===== src/rtl/param_load_counter_if.sv =====
// rtl/param_load_counter_if.sv - control and status bundle for param_load_counter
interface param_load_counter_if #(
    parameter int WIDTH = 10
);
    logic             load_en;
    logic [WIDTH-1:0] data_in;
    logic             cnt_en;
    logic             up_dn;
    logic             limit_wr;
    logic [WIDTH-1:0] limit_in;
    logic             clr_flags;
    logic [WIDTH-1:0] count_out;
    logic             tc;
    logic             wrap_flag;

    modport master (
        output load_en, data_in, cnt_en, up_dn, limit_wr, limit_in, clr_flags,
        input  count_out, tc, wrap_flag
    );

    modport slave (
        input  load_en, data_in, cnt_en, up_dn, limit_wr, limit_in, clr_flags,
        output count_out, tc, wrap_flag
    );
endinterface


===== src/rtl/param_load_counter.sv =====
// rtl/param_load_counter.sv - loadable up/down counter with limit register, step and wrap/saturate
module param_load_counter #(
    parameter int              WIDTH     = 10,
    parameter int unsigned     STEP      = 1,
    parameter bit              SATURATE  = 1'b0,
    parameter logic [WIDTH-1:0] RESET_VAL = '0,
    parameter logic [WIDTH-1:0] LIMIT_RST = '1
) (
    input  logic                 clk,
    input  logic                 reset,
    param_load_counter_if.slave  bus
);
    localparam logic [WIDTH-1:0] STEP_N = STEP[WIDTH-1:0];
    localparam logic [WIDTH:0]   STEP_W = {1'b0, STEP_N};

    logic [WIDTH-1:0] count_q;
    logic [WIDTH-1:0] limit_q;
    logic             tc_q;
    logic             wrap_q;

    logic [WIDTH-1:0] count_d;
    logic             boundary;
    logic [WIDTH:0]   sum_w;
    logic [WIDTH:0]   limit_w;
    logic [WIDTH:0]   count_w;

    // Compare in WIDTH+1 bits so an up step past all-ones is still seen as exceeding the limit.
    always_comb begin
        count_d  = count_q;
        boundary = 1'b0;
        count_w  = {1'b0, count_q};
        limit_w  = {1'b0, limit_q};
        sum_w    = count_w + STEP_W;
        if (bus.load_en) begin
            count_d = bus.data_in;
        end else if (bus.cnt_en) begin
            if (bus.up_dn) begin
                if (sum_w > limit_w) begin
                    boundary = 1'b1;
                    count_d  = SATURATE ? limit_q : '0;
                end else begin
                    count_d = sum_w[WIDTH-1:0];
                end
            end else begin
                if (count_w >= STEP_W) begin
                    count_d = count_q - STEP_N;
                end else begin
                    boundary = 1'b1;
                    count_d  = SATURATE ? '0 : limit_q;
                end
            end
        end
    end

    always_ff @(posedge clk) begin
        if (reset) begin
            count_q <= RESET_VAL;
            limit_q <= LIMIT_RST;
            tc_q    <= 1'b0;
            wrap_q  <= 1'b0;
        end else begin
            count_q <= count_d;
            tc_q    <= boundary;
            // A boundary event in the same cycle as clr_flags leaves the flag set.
            wrap_q  <= boundary | (wrap_q & ~bus.clr_flags);
            if (bus.limit_wr) begin
                limit_q <= bus.limit_in;
            end
        end
    end

    assign bus.count_out = count_q;
    assign bus.tc        = tc_q;
    assign bus.wrap_flag = wrap_q;
endmodule


===== src/flat_wrapper.sv =====
// flat-port wrapper written by rule: the top's interface ports become plain ports
module param_load_counter_flat 
#(
    parameter int              WIDTH     = 10,
    parameter int unsigned     STEP      = 1,
    parameter bit              SATURATE  = 1'b0,
    parameter logic [WIDTH-1:0] RESET_VAL = '0,
    parameter logic [WIDTH-1:0] LIMIT_RST = '1
)
  (clk, reset, bus_load_en, bus_data_in, bus_cnt_en, bus_up_dn, bus_limit_wr, bus_limit_in, bus_clr_flags, bus_count_out, bus_tc, bus_wrap_flag);
  param_load_counter_if #(.WIDTH(WIDTH)) bus_i ();
  input  logic clk;
  input  logic reset;
  input wire logic [$bits(bus_i.load_en)-1:0] bus_load_en;
  input wire logic [$bits(bus_i.data_in)-1:0] bus_data_in;
  input wire logic [$bits(bus_i.cnt_en)-1:0] bus_cnt_en;
  input wire logic [$bits(bus_i.up_dn)-1:0] bus_up_dn;
  input wire logic [$bits(bus_i.limit_wr)-1:0] bus_limit_wr;
  input wire logic [$bits(bus_i.limit_in)-1:0] bus_limit_in;
  input wire logic [$bits(bus_i.clr_flags)-1:0] bus_clr_flags;
  output wire logic [$bits(bus_i.count_out)-1:0] bus_count_out;
  output wire logic [$bits(bus_i.tc)-1:0] bus_tc;
  output wire logic [$bits(bus_i.wrap_flag)-1:0] bus_wrap_flag;
  assign bus_i.load_en = bus_load_en;
  assign bus_i.data_in = bus_data_in;
  assign bus_i.cnt_en = bus_cnt_en;
  assign bus_i.up_dn = bus_up_dn;
  assign bus_i.limit_wr = bus_limit_wr;
  assign bus_i.limit_in = bus_limit_in;
  assign bus_i.clr_flags = bus_clr_flags;
  assign bus_count_out = bus_i.count_out;
  assign bus_tc = bus_i.tc;
  assign bus_wrap_flag = bus_i.wrap_flag;
  param_load_counter #(.WIDTH(WIDTH), .STEP(STEP), .SATURATE(SATURATE), .RESET_VAL(RESET_VAL), .LIMIT_RST(LIMIT_RST)) u_core (.clk(clk), .reset(reset), .bus(bus_i));
endmodule

===== config.mk =====
export PLATFORM = sky130hd
export DESIGN_NAME = param_load_counter_flat
export DESIGN_NICKNAME = d
export VERILOG_FILES = /design/src/rtl/param_load_counter_if.sv /design/src/rtl/param_load_counter.sv /design/src/flat_wrapper.sv
export SDC_FILE = /design/constraint.sdc
export NUM_CORES = 1
export LEC_CHECK = 0
export BUFFER_PORTS_ARGS = -buffer_cell sky130_fd_sc_hd__buf_2
export CORE_UTILIZATION = 30
export CTS_CLUSTER_DIAMETER = 60
export DETAILED_ROUTE_END_ITERATION = 8
export PLACE_DENSITY_LB_ADDON = 0.08
export SETUP_SLACK_MARGIN = 0.1
export SYNTH_ARGS = -nofsm -noshare
export SYNTH_HDL_FRONTEND = slang
export SYNTH_SLANG_ARGS = --single-unit

===== constraint.sdc =====
create_clock -name clk -period 2.6 [get_ports clk]
set_clock_uncertainty 0.1 [all_clocks]
set_input_delay 0.26 -clock clk [delete_from_list [all_inputs] [get_ports clk]]
set_output_delay 0.26 -clock clk [all_outputs]
set_load 0.05 [all_outputs]

## After elaboration in Yosys (flattened, before gate mapping)

Index checks and enable logic that the tools add are counted.

- Reduce and logical (&&, ||, !) cells: 1
- Mux-type cells: 10
- Add/subtract/negate cells: 2
- Bitwise operators: 3
- Magnitude comparators: 2

Operator list:

| kind | number |
|---|---|
| 10-bit two-way mux | 5 |
| 10-bit by 1-bit adder with 11-bit output (second input constant) | 1 |
| 11-bit by 10-bit greater-than comparator with 1-bit output | 1 |
| 10-bit by 1-bit >= comparator with 1-bit output (second input constant) | 1 |
| 10-bit by 1-bit subtractor with 10-bit output (second input constant) | 1 |
| 1-bit two-way mux | 5 |
| 2-bit nonzero test | 1 |
| 1-bit AND | 1 |
| 1-bit NOT | 1 |
| 1-bit OR | 1 |

- Register bits after elaboration: 22
- Word-level logic and storage cells: 22
- Output and inout bits: 12

## Longest topological paths before layout

Gate-level depths: netlist of the first run.

- Depth in word-level cells: 7
- Mapped depth: 11
- Gate-level depth less buffers: 10

## Worst setup path after synthesis of the first run

OpenSTA, ideal clock, no wires.

- Path type: reg2reg
- Start point: reg u_core.count_q[0] (netlist: u_core.bus.count_out[0])
- End point: reg u_core.count_q[5] (netlist: u_core.bus.count_out[5])
- Required time: 2.397 ns
- Stages on the path, launching flop included: 12
- Data arrival time: 3.100 ns
- Slack: -0.703 ns
- Clock period less this slack: 3.303 ns
- Cells stage by stage: dfxtp_1 -> ha_1 -> nand2_1 -> nor3_1 -> xor2_1 -> ha_1 -> nand3_1 -> or3_1 -> a221oi_2 -> buf_2 -> nand3_1 -> a2111oi_2

- Longest elaborated chain between the ends: 6
- Elaborated cells between the ends (all ways): 9

Ends and longest elaborated chain:

| item | line | source |
|---|---|---|
| start, declared | param_load_counter.sv:16 | `logic [WIDTH-1:0] count_q;` |
| start signal, assigned | param_load_counter.sv:62 | `count_q <= count_d;` |
| 10-bit by 1-bit adder with 11-bit output | param_load_counter.sv:33 | `sum_w = count_w + STEP_W;` |
| 11-bit by 10-bit greater-than comparator with 1-bit output | param_load_counter.sv:38 | `if (sum_w > limit_w) begin` |
| 10-bit two-way mux | param_load_counter.sv:38 |  |
| 10-bit two-way mux (*) | param_load_counter.sv:37 | `if (bus.up_dn) begin` |
| 10-bit two-way mux (*) | param_load_counter.sv:36 | `end else if (bus.cnt_en) begin` |
| 10-bit two-way mux (*) | param_load_counter.sv:34 | `if (bus.load_en) begin` |

Mark *: on every way between the ends. The rest lies on a longest branch, timed or not. The select of a mux whose other input is x is not followed.
A chain may end at the register's enable or synchronous reset.

## Worst setup path after layout of the first run

- Start point: reg u_core.count_q[3] (netlist: u_core.bus.count_out[3])
- End point: reg u_core.count_q[9] (netlist: u_core.bus.count_out[9])

The elaborated chain is that of the path after synthesis.

==> metrics.txt, run 1 <==
# TYPE chip_impl_metric gauge
chip_impl_metric{name="design_power_total",unit="mW"} 1.12
chip_impl_metric{name="finalWirelength",unit="um"} 5960
chip_impl_metric{name="drtAntennaViolNets",unit=""} 0
chip_impl_metric{name="die_height",unit="um"} 79.1
chip_impl_metric{name="die_area",unit="um2"} 6260
chip_impl_metric{name="placement.io_buffers",unit=""} 38
chip_impl_metric{name="irDropWorstVdd",unit="mV"} 0.193
chip_impl_metric{name="detail_route.drc_violations",unit=""} 0
chip_impl_metric{name="cts-root-to-sink-buffers",unit=""} 2
chip_impl_metric{name="powerDensity",unit="nW/um2"} 448
chip_impl_metric{name="first_iter_violations",unit=""} 191
chip_impl_metric{name="final_critical_path_setup_slack",unit="ns"} -0.163
chip_impl_metric{name="cts.htree.levels",unit=""} 1
chip_impl_metric{name="ys_async_sr_fraction",unit="%"} 0
chip_impl_metric{name="crit_required",unit="ns"} 2.67
chip_impl_metric{name="dr_vias",unit=""} 1884
chip_impl_metric{name="period_needed",unit="ns"} 2.76
chip_impl_info{name="class_of_the_tightest_hold_or_removal_check",value="in -> reg"} 1
chip_impl_metric{name="number_of_global_route_vias_before_repair",unit=""} 1907
chip_impl_metric{name="synthSimpleGateAreaFrac",unit="%"} 25.9
chip_impl_metric{name="post_cts_hold_fix_bufs",unit=""} 0
chip_impl_info{name="main_combinational_cell_family_by_area_after_synthesis",value="simple AND/OR/NAND/NOR gates"} 1
chip_impl_metric{name="timing.hold.worst_path_depth",unit=""} 3
chip_impl_info{name="layout_commonest_cell",value="sky130_fd_sc_hd__buf_2"} 1
chip_impl_metric{name="avgRoutedWirePerCell",unit="um"} 17.1
chip_impl_metric{name="yosys.area_share.adder",unit="%"} 9.12
chip_impl_metric{name="finalMaxSlewViolations",unit=""} 0
chip_impl_metric{name="drt_first_pass_iters",unit=""} 4
chip_impl_metric{name="yosysWarnings",unit=""} 0
chip_impl_metric{name="filler_instances",unit=""} 598
chip_impl_metric{name="synth.net_count",unit=""} 260
chip_impl_info{name="grt_setup_unrepaired",value="yes"} 1
chip_impl_metric{name="die_w",unit="um"} 79.1
chip_impl_metric{name="routabilityCongestion",unit=""} 0.864
chip_impl_info{name="crit_path_end_kind",value="flop"} 1
chip_impl_info{name="failed_checks",value="setup timing"} 1
chip_impl_metric{name="drv.max_cap_violation_count",unit=""} 0
chip_impl_metric{name="fp.coreArea",unit="um2"} 5610
chip_impl_metric{name="yosysUniqueCellTypes",unit=""} 46
chip_impl_metric{name="clk_pin_slew",unit="ns"} 0.09
chip_impl_metric{name="timing.slew.headroom",unit="%"} 66.3
chip_impl_metric{name="placement_rows",unit=""} 27
chip_impl_metric{name="netlist_instances",unit=""} 220
chip_impl_metric{name="drt-vias-per-instance",unit=""} 5.40
chip_impl_metric{name="overflow",unit=""} 0
chip_impl_metric{name="synth_sequential_area_ratio",unit="%"} 24.7
chip_impl_info{name="layout_common_cells",value="38 x sky130_fd_sc_hd__buf_2, 32 x sky130_fd_sc_hd__buf_4, 16 x sky130_fd_sc_hd__nand2_1"} 1
chip_impl_metric{name="synth_compound_area_share",unit="%"} 23.9
chip_impl_metric{name="hold_viol",unit=""} 0
chip_impl_info{name="start_kind",value="flop"} 1
chip_impl_metric{name="antenna_found_initial",unit=""} 0
chip_impl_metric{name="crit_path_max_fanout",unit=""} 6
chip_impl_info{name="yosys_most_used_dff",value="sky130_fd_sc_hd__dfxtp_1"} 1
chip_impl_metric{name="grt_start_max_net_pins",unit=""} 20
chip_impl_metric{name="synthesis.area_per_instance",unit="um2"} 8.10
chip_impl_metric{name="globalRouteTotalUtil",unit="%"} 19.9
chip_impl_metric{name="synth_xor_xnor_area_share",unit="%"} 5.40
chip_impl_info{name="root_buffer",value="sky130_fd_sc_hd__clkbuf_8"} 1
chip_impl_metric{name="number_of_enable_type_register_cells_in_the_synthesized_netlist",unit=""} 0
chip_impl_info{name="tritoncts",value="built"} 1
chip_impl_metric{name="postSynthRegisterBits",unit=""} 22
chip_impl_metric{name="antenna_cells_inserted",unit=""} 0
chip_impl_metric{name="i_o_pin_count",unit=""} 39
chip_impl_metric{name="clock-sinks",unit=""} 22
chip_impl_metric{name="whs",unit="ns"} 0.0991
chip_impl_metric{name="fmaxAchievable",unit="GHz"} 0.362
chip_impl_metric{name="worstMarginPinSlew",unit="ns"} 0.505
chip_impl_metric{name="syn-cell-area",unit="um2"} 1780
chip_impl_metric{name="worstSkewPairLatency",unit="ns"} 0.27
chip_impl_metric{name="layout-drive-gt1-share",unit="%"} 45.5
chip_impl_info{name="run_status",value="finished, violations left"} 1
chip_impl_metric{name="effective_utilization_at_floorplan",unit="%"} 31.8
chip_impl_metric{name="area.growth.synth_to_final",unit="%"} 40.5
chip_impl_metric{name="timing.reg2reg.worst_path_depth",unit=""} 10
chip_impl_metric{name="leakage",unit="nW"} 1.12
chip_impl_info{name="path_type_of_the_worst_setup_path",value="reg -> reg"} 1
chip_impl_metric{name="nNetsFinal",unit=""} 318
chip_impl_metric{name="fin_util",unit="%"} 44.7
chip_impl_metric{name="synthMuxAreaShare",unit="%"} 1.75
chip_impl_metric{name="place_hpwl",unit="um"} 4340
chip_impl_metric{name="cp_data_arrival_time",unit="ns"} 2.83
chip_impl_metric{name="cts_inserted_buffers",unit=""} 3
chip_impl_metric{name="grt_pass1_wl",unit="um"} 9540
chip_impl_metric{name="final-setup-viol-count",unit=""} 12
chip_impl_metric{name="layout_worst_path_cycle_share",unit="%"} 106
[path summary, 6_finish.rpt]
| path | start | endpoint | slack, ns |
|---|---|---|---|
| hold / removal | bus_limit_in[3] | u_core.limit_q[3] | 0.1 |
| setup / recovery | u_core.bus.count_out[3] | u_core.bus.count_out[9] | -0.16 |
| hold reg to reg | u_core.bus.wrap_flag | u_core.bus.wrap_flag | 0.38 |
| setup reg to reg | u_core.bus.count_out[3] | u_core.bus.count_out[9] | -0.16 |
[cell type report]
cell class | instances | area [um2] | share of cell area (%)
Clock buffer | 4 | 55.1 | 2.20
Inverter | 15 | 56.3 | 2.25
Multi-Input combinational cell | 163 | 1370 | 54.5
Sequential cell | 22 | 473 | 18.9
Tap cell | 72 | 90.1 | 3.60
Timing Repair Buffer | 73 | 464 | 18.5
[where the power goes]
group          internal [mW]  total, mW  switching (mW)
Sequential             0.362      0.387          0.0250
Combinational          0.200      0.473           0.273
Clock                  0.135      0.262           0.126
[stage by stage]
stage | setup WS [ns] | cell area (um2) | TNS [ns] | std cells
after floorplan | -0.154 | 1860 | -0.832 | 220
after global placement | -0.0926 | 2230 | -0.705 | 340
after detailed placement | -0.181 | 2230 | -1.27 | 340
after CTS | -0.0846 | 2380 | -0.684 | 348
after global routing | -0.273 | 2500 | -2.71 | 349
final | -0.163 | 2500 | -1.21 | 349
[worst max-delay path, cell delays in order, from the launching register on]
cell,delay (ns)
sky130_fd_sc_hd__dfxtp_4,0.37
sky130_fd_sc_hd__and3_4,0.19
sky130_fd_sc_hd__nand4_1,0.14
sky130_fd_sc_hd__xnor2_2,0.17
sky130_fd_sc_hd__ha_1,0.34
sky130_fd_sc_hd__nand3_2,0.08
sky130_fd_sc_hd__or3_4,0.39
sky130_fd_sc_hd__a221oi_4,0.28
sky130_fd_sc_hd__buf_6,0.19
sky130_fd_sc_hd__nand3_2,0.07
sky130_fd_sc_hd__a2111oi_2,0.34
[logic make-up after synthesis]
family | count (synthesis)
AND/OR/NAND/NOR | 81
AO/OA/AOI/OAI | 55
buffers and inverters | 35
flip-flops | 22
adder cells (fa/ha/maj) | 13
XOR/XNOR | 11
multiplexers | 3
[synthesized netlist by cell type, drive strengths merged, types with 6 or more instances]
cell type,number,area [um2]
inv,14,52.6
dfxtp,22,440
buf,10,71.3
nor3,13,75.1
nand4,6,37.5
a21oi,12,60.1
ha,13,163
a2111oi,6,83.8
o211ai,14,105
nor2,10,37.5
nand3,14,82.6
a221oi,6,65.1
clkbuf,10,37.5
nand2,17,63.8
xnor2,6,52.6
[sequential cells by signal, summed over array words and instances (netlist names)]
| signal | flops |
|---|---|
| u_core.bus.count_out | 10 |
| u_core.limit_q | 10 |
| u_core.bus.tc | 1 |
| u_core.bus.wrap_flag | 1 |
[what timing repair did]
action | 4_1_cts | 5_1_grt
endpoints found under the setup margin | 12 | 12
gates resized for setup | 14 | 15
setup buffers | 4 | 1
pin swaps | 19 | 10
[per-layer routing]
layer / vias up / wire length (um) / GRT usage, %
met5: - / 0 / 0
met4: 0 / 152 / 8.36
met3: 14 / 180 / 2.18
met2: 46 / 2920 / 34.1
met1: 894 / 2710 / 25.3
li1: 930 / - / -
No activity file was read; power rests on OpenSTA's default activity.
==> inputs of run 2 (changes only) <==
Clock period 2.6 ns to 2.8 ns, I/O delays scaled along.
==> run 2 against run 1 <==
  * The run still ends with setup timing left
  * Largest cell class unchanged
  * Critical path type unchanged
  * Critical endpoint is now u_core.bus.count_out[8]
  * Maximum frequency is 1.9% lower
  * Flip-flop and latch count is the same
  * Core utilization shrank 1.0 points
  * Final cell count decreased by 1.7%
  * Critical path depth is 1 higher
==> metrics.txt, run 2 (synthesis gave the netlist of run 1 again) <==
# TYPE chip_impl_metric gauge
chip_impl_metric{name="nNetsFinal",unit=""} 312
chip_impl_info{name="critical_path.reg2reg.startpoint",value="u_core.bus.count_out[4]"} 1
chip_impl_info{name="crit_path_end_kind",value="flop"} 1
chip_impl_metric{name="finalMaxSlewViolations",unit=""} 0
chip_impl_metric{name="number_of_global_route_vias_before_repair",unit=""} 1806
chip_impl_metric{name="ff_latch_area",unit="um2"} 475
chip_impl_metric{name="cts_inserted_buffers",unit=""} 3
chip_impl_metric{name="effective_utilization_at_floorplan",unit="%"} 31.8
chip_impl_info{name="layout_commonest_cell",value="sky130_fd_sc_hd__buf_2"} 1
chip_impl_metric{name="placement.io_buffers",unit=""} 38
chip_impl_metric{name="hold_viol",unit=""} 0
chip_impl_metric{name="grt_start_max_net_pins",unit=""} 20
chip_impl_metric{name="cts-root-to-sink-buffers",unit=""} 2
chip_impl_info{name="run_status",value="finished, violations left"} 1
chip_impl_metric{name="period_needed",unit="ns"} 2.82
chip_impl_metric{name="antenna_found_initial",unit=""} 0
chip_impl_metric{name="timing.setup.tns",unit="ns"} -0.0166
chip_impl_metric{name="avgRoutedWirePerCell",unit="um"} 17.3
chip_impl_metric{name="routabilityCongestion",unit=""} 0.855
chip_impl_metric{name="area.growth.synth_to_final",unit="%"} 37.2
chip_impl_info{name="endpoint",value="u_core.bus.count_out[8]"} 1
chip_impl_metric{name="final-instance-count-excl-fill",unit=""} 343
chip_impl_metric{name="crit_required",unit="ns"} 2.87
chip_impl_info{name="regToRegEndpoint",value="u_core.bus.count_out[8]"} 1
chip_impl_metric{name="powerDensity",unit="nW/um2"} 411
chip_impl_metric{name="dp_worst_setup_slack",unit="ns"} -0.0284
chip_impl_metric{name="die_area",unit="um2"} 6260
chip_impl_metric{name="layout_worst_path_cycle_share",unit="%"} 101
chip_impl_metric{name="drtAntennaViolNets",unit=""} 0
chip_impl_metric{name="final-setup-viol-count",unit=""} 1
chip_impl_metric{name="layout-drive-gt1-share",unit="%"} 42.4
chip_impl_metric{name="place_hpwl",unit="um"} 4290
chip_impl_metric{name="design_power_total",unit="mW"} 1.00
chip_impl_metric{name="cts.htree.levels",unit=""} 1
chip_impl_metric{name="clock-sinks",unit=""} 22
chip_impl_metric{name="placed_cell_area",unit="um2"} 2110
chip_impl_info{name="class_of_the_tightest_hold_or_removal_check",value="in -> reg"} 1
chip_impl_metric{name="fp.coreArea",unit="um2"} 5610
chip_impl_info{name="path_type_of_the_worst_setup_path",value="reg -> reg"} 1
chip_impl_metric{name="drt-vias-per-instance",unit=""} 5.31
chip_impl_metric{name="final_critical_path_setup_slack",unit="ns"} -0.0166
chip_impl_info{name="crit_chain",value="and3_4 -> nand4_1 -> xnor2_2 -> ha_1 -> nand3_1 -> or3_4 -> a221oi_4 -> buf_4 -> buf_6 -> nand3_4 -> a2111oi_4"} 1
chip_impl_metric{name="drv.max_cap_violation_count",unit=""} 0
chip_impl_metric{name="timing.reg2reg.worst_path_depth",unit=""} 11
chip_impl_metric{name="cp_data_arrival_time",unit="ns"} 2.89
chip_impl_metric{name="worstMarginPinSlew",unit="ns"} 0.480
chip_impl_metric{name="fmaxAchievable",unit="GHz"} 0.355
chip_impl_metric{name="finalInstanceArea",unit="um2"} 2450
chip_impl_metric{name="first_iter_violations",unit=""} 104
chip_impl_metric{name="multiInputGateArea",unit="um2"} 1360
chip_impl_metric{name="die_height",unit="um"} 79.1
chip_impl_metric{name="cpPeakStageDelay",unit="ns"} 0.39
chip_impl_metric{name="filler_instances",unit=""} 604
chip_impl_metric{name="irDropWorstVdd",unit="mV"} 0.215
chip_impl_info{name="slowest_stage",value="sky130_fd_sc_hd__or3_4"} 1
chip_impl_metric{name="overflow",unit=""} 0
chip_impl_metric{name="timing.slew.headroom",unit="%"} 68.0
chip_impl_metric{name="antenna_cells_inserted",unit=""} 0
chip_impl_metric{name="grt_pass1_wl",unit="um"} 9330
chip_impl_metric{name="finalWirelength",unit="um"} 5930
chip_impl_metric{name="crit_path_max_fanout",unit=""} 5
chip_impl_metric{name="worstSkewPairLatency",unit="ns"} 0.27
chip_impl_metric{name="dr_vias",unit=""} 1822
chip_impl_info{name="grt_setup_unrepaired",value="yes"} 1
chip_impl_info{name="tritoncts",value="built"} 1
chip_impl_metric{name="clk_pin_slew",unit="ns"} 0.09
chip_impl_info{name="failed_checks",value="setup timing"} 1
chip_impl_metric{name="detail_route.drc_violations",unit=""} 0
chip_impl_info{name="root_buffer",value="sky130_fd_sc_hd__clkbuf_8"} 1
chip_impl_metric{name="placement_rows",unit=""} 27
chip_impl_metric{name="timing.reg2reg.setup_slack",unit="ns"} -0.02
chip_impl_metric{name="leakage",unit="nW"} 1.09
chip_impl_info{name="start_kind",value="flop"} 1
chip_impl_info{name="layout_common_cells",value="38 x sky130_fd_sc_hd__buf_2, 25 x sky130_fd_sc_hd__buf_4, 16 x sky130_fd_sc_hd__nand2_1"} 1
chip_impl_metric{name="dp.cells",unit=""} 324
chip_impl_metric{name="i_o_pin_count",unit=""} 39
chip_impl_info{name="critPathLaunch",value="u_core.bus.count_out[4]"} 1
chip_impl_metric{name="die_w",unit="um"} 79.1
chip_impl_metric{name="drt_first_pass_iters",unit=""} 4
chip_impl_metric{name="globalRouteTotalUtil",unit="%"} 19.4
-- run 2: layer usage --
metal  global-route usage (%)  vias up  share of wire [%]  routed length [um]
met4                     4.18        0               0.67                  40
met3                     2.53        4                2.1                 122
met2                     34.4       32                 50                2990
li1                         -      916                  -                   -
met1                     24.7      870                 47                2780
met5                        0        -                  0                   0
-- run 2: how the worst min path moves through the flow --
stage / cells past startpoint / slack, ns / end / start
after floorplan: 1 / 0.26 / u_core.bus.count_out[3] / reset
after global placement: 2 / 0.37 / u_core.bus.wrap_flag / u_core.bus.wrap_flag
after detailed placement: 2 / 0.37 / u_core.bus.wrap_flag / u_core.bus.wrap_flag
after CTS: 3 / 0.12 / u_core.limit_q[4] / bus_limit_in[4]
after global routing: 3 / 0.13 / u_core.limit_q[5] / bus_limit_in[5]
final: 3 / 0.12 / u_core.limit_q[4] / bus_limit_in[4]
-- run 2: what timing repair did --
action,CTS,global route
hold buffers,0,0
pin swaps,11,7
hold endpoints to repair,0,0
cloned,1,0
setup buffers,10,4
resized for setup,11,20
endpoints found under the setup margin,6,12
-- run 2: cell type report --
cell class / count / share of cell area, %
sequential: 22 / 19.4
multi-input combinational: 163 / 55.4
timing repair buffer: 67 / 17.3
tap: 72 / 3.68
clock buffer: 4 / 1.84
inverter: 15 / 2.30
-- run 2: power by group --
| group | switching, mW | internal (mW) | leakage [nW] | total [mW] |
|---|---|---|---|---|
| logic | 0.251 | 0.178 | 0.876 | 0.429 |
| registers | 0.0245 | 0.336 | 0.188 | 0.361 |
| clock network | 0.113 | 0.102 | 0.0228 | 0.215 |
-- run 2: critical path, delay by kind of cell (launching register included) --
family,cells,cell delay [ns]
XOR/XNOR,1,0.17
flip-flops,1,0.38
AO/OA/AOI/OAI,2,0.60
buffers and inverters,2,0.27
AND/OR/NAND/NOR,5,0.88
adder cells (fa/ha/maj),1,0.31
-- run 2: through the flow --
stage	util [%]	hold slack, ns
floorplan	-	0.259
global placement	37.6	0.373
detailed placement	37.6	0.366
CTS	40.7	0.118
global route	43.6	0.133
finish	43.6	0.119
==> inputs of run 3 (changes only) <==
Settings changed: SKIP_LAST_GASP set to 1.
Clock period 2.8 ns to 3.3 ns, I/O delays scaled along.
==> run 3 against run 2 <==
  * First-iteration DRC count grew 13%
  * Critical path depth down 1
  * Sequential power is 12% lower
  * Core utilization fell by 6.9 points
  * Sequential share of layout area up 2.4 points
  * Setup slack improved by 0.33 ns
  * Critical endpoint is now u_core.bus.count_out[5]
  * Non-clock buffer count down 24
  * Register-to-register slack better by 0.33 ns
  * The flow now finishes without violations
==> metrics.txt, run 3 (synthesis gave the netlist of run 1 again) <==
# TYPE chip_impl_metric gauge
chip_impl_metric{name="fp.coreArea",unit="um2"} 5610
chip_impl_metric{name="whs",unit="ns"} 0.174
chip_impl_metric{name="leakage",unit="nW"} 0.917
chip_impl_metric{name="powerDensity",unit="nW/um2"} 379
chip_impl_metric{name="drtAntennaViolNets",unit=""} 0
chip_impl_info{name="run_status",value="finished, final reports clean"} 1
chip_impl_metric{name="cts.htree.levels",unit=""} 1
chip_impl_metric{name="detail_route.drc_violations",unit=""} 0
chip_impl_metric{name="placement.io_buffers",unit=""} 38
chip_impl_metric{name="die_w",unit="um"} 79.1
chip_impl_metric{name="irDropWorstVdd",unit="mV"} 0.223
chip_impl_metric{name="post_cts_buffers",unit=""} 0
chip_impl_info{name="tritoncts",value="built"} 1
chip_impl_metric{name="routabilityCongestion",unit=""} 0.839
chip_impl_metric{name="drt-vias-per-instance",unit=""} 5.46
chip_impl_metric{name="hold_viol",unit=""} 0
chip_impl_metric{name="drt_first_pass_iters",unit=""} 4
chip_impl_metric{name="grt_pass1_wl",unit="um"} 8910
chip_impl_metric{name="cp_data_arrival_time",unit="ns"} 3.05
chip_impl_metric{name="final-setup-viol-count",unit=""} 0
chip_impl_metric{name="worstMarginPinSlew",unit="ns"} 0.541
chip_impl_metric{name="effective_utilization_at_floorplan",unit="%"} 31.8
chip_impl_metric{name="design_power_total",unit="mW"} 0.781
chip_impl_metric{name="finalMaxSlewViolations",unit=""} 0
chip_impl_metric{name="timing.hold.worst_path_depth",unit=""} 3
chip_impl_metric{name="dr_vias",unit=""} 1735
chip_impl_metric{name="number_of_global_route_vias_before_repair",unit=""} 1745
chip_impl_metric{name="grt_start_max_net_pins",unit=""} 20
chip_impl_metric{name="cts-root-to-sink-buffers",unit=""} 2
chip_impl_info{name="crit_path_end_kind",value="flop"} 1
chip_impl_info{name="class_of_the_tightest_hold_or_removal_check",value="in -> reg"} 1
chip_impl_metric{name="cts_inserted_buffers",unit=""} 3
chip_impl_metric{name="timing.reg2reg.worst_path_depth",unit=""} 10
chip_impl_metric{name="timing.setup.tns",unit="ns"} 0
chip_impl_metric{name="overflow",unit=""} 0
chip_impl_metric{name="worstSkewPairLatency",unit="ns"} 0.27
chip_impl_metric{name="i_o_pin_count",unit=""} 39
chip_impl_metric{name="placement_rows",unit=""} 27
chip_impl_info{name="path_type_of_the_worst_setup_path",value="reg -> reg"} 1
chip_impl_metric{name="period_needed",unit="ns"} 2.99
chip_impl_metric{name="crit_path_max_fanout",unit=""} 11
chip_impl_metric{name="antenna_found_initial",unit=""} 0
chip_impl_metric{name="crit_required",unit="ns"} 3.36
chip_impl_metric{name="antenna_cells_inserted",unit=""} 0
chip_impl_metric{name="avgRoutedWirePerCell",unit="um"} 17.1
chip_impl_metric{name="timing.slew.headroom",unit="%"} 63.9
chip_impl_metric{name="drv.max_cap_violation_count",unit=""} 0
chip_impl_info{name="layout_commonest_cell",value="sky130_fd_sc_hd__buf_2"} 1
chip_impl_metric{name="area.growth.synth_to_final",unit="%"} 15.5
chip_impl_metric{name="fmaxAchievable",unit="GHz"} 0.335
chip_impl_metric{name="first_iter_violations",unit=""} 118
chip_impl_metric{name="die_area",unit="um2"} 6260
chip_impl_metric{name="die_height",unit="um"} 79.1
chip_impl_metric{name="globalRouteTotalUtil",unit="%"} 18.7
chip_impl_metric{name="final_critical_path_setup_slack",unit="ns"} 0.314
chip_impl_metric{name="clock-sinks",unit=""} 22
chip_impl_metric{name="place_hpwl",unit="um"} 4080
chip_impl_metric{name="dp_worst_setup_slack",unit="ns"} 0.268
chip_impl_info{name="critPathLaunch",value="u_core.bus.count_out[6]"} 1
chip_impl_info{name="start_kind",value="flop"} 1
chip_impl_metric{name="clk_pin_slew",unit="ns"} 0.09
chip_impl_metric{name="nNetsFinal",unit=""} 288
chip_impl_info{name="root_buffer",value="sky130_fd_sc_hd__clkbuf_8"} 1
chip_impl_info{name="layout_common_cells",value="38 x sky130_fd_sc_hd__buf_2, 17 x sky130_fd_sc_hd__nand2_1, 16 x sky130_fd_sc_hd__dfxtp_1"} 1
chip_impl_info{name="critical_path.reg2reg.startpoint",value="u_core.bus.count_out[6]"} 1
chip_impl_metric{name="layout_worst_path_cycle_share",unit="%"} 90.5
chip_impl_metric{name="layout-drive-gt1-share",unit="%"} 30.1
chip_impl_info{name="grt_setup_unrepaired",value="no"} 1
chip_impl_metric{name="finalWirelength",unit="um"} 5430
chip_impl_info{name="hold_start",value="bus_limit_in[4]"} 1
## run 3: cell count changes in the layout (fill, tap and decap cells not counted), moves of 4 or more
cell	delta
sky130_fd_sc_hd__a2111oi_2	+4
sky130_fd_sc_hd__a2111oi_4	-4
sky130_fd_sc_hd__buf_4	-20
sky130_fd_sc_hd__buf_6	-4
sky130_fd_sc_hd__dfxtp_1	+4
sky130_fd_sc_hd__dfxtp_2	+4
sky130_fd_sc_hd__dfxtp_4	-8
sky130_fd_sc_hd__nand3_1	+4
## run 3: cell type report
cell class	count	area [um2]
clock buffer	3	41.3
fill	632	3550
inverter	15	56.3
multi-input combinational	163	1190
sequential	22	450
tap	72	90.1
timing repair buffer	43	228
## run 3: repair_timing
action	4_1_cts	5_1_grt
resized for setup	0	6
hold buffers	0	0
setup endpoints to repair	0	6
## run 3: metal layers
layer  track usage [%]  share of wire, %
met1              24.1                46
met3              3.10               4.8
met2              31.2                48
met5                 0                 0
met4              6.18               1.4
## run 3: critical path, stage by stage, from the launching register on
cell	delay, ns
sky130_fd_sc_hd__dfxtp_1	0.50
sky130_fd_sc_hd__and3_1	0.24
sky130_fd_sc_hd__nand4_1	0.12
sky130_fd_sc_hd__xnor2_1	0.17
sky130_fd_sc_hd__ha_1	0.33
sky130_fd_sc_hd__nand3_1	0.08
sky130_fd_sc_hd__or3_1	0.40
sky130_fd_sc_hd__a221oi_2	0.24
sky130_fd_sc_hd__buf_4	0.22
sky130_fd_sc_hd__nand3_1	0.12
sky130_fd_sc_hd__a2111oi_2	0.36
## run 3: per-stage QoR
stage | std cells | instance area (um2) | util, %
final | 318 | 2060 | 36.7
after CTS | 318 | 2040 | 36.4
after global placement | 315 | 2000 | 35.7
after floorplan | 220 | 1790 | -
after detailed placement | 315 | 2000 | 35.7
after global routing | 318 | 2060 | 36.7
## run 3: worst paths after layout
kind / slack (ns) / end
setup / recovery: 0.31 / u_core.bus.count_out[5]
hold / removal: 0.17 / u_core.limit_q[4]
setup reg to reg: 0.31 / u_core.bus.count_out[5]
hold reg to reg: 0.38 / u_core.bus.wrap_flag
## run 3: report_power, final
group          internal (mW)  switching [mW]  total [mW]  leakage, nW
logic                  0.107           0.180       0.287        0.711
registers              0.286          0.0298       0.316        0.185
clock network         0.0818          0.0953       0.177       0.0216
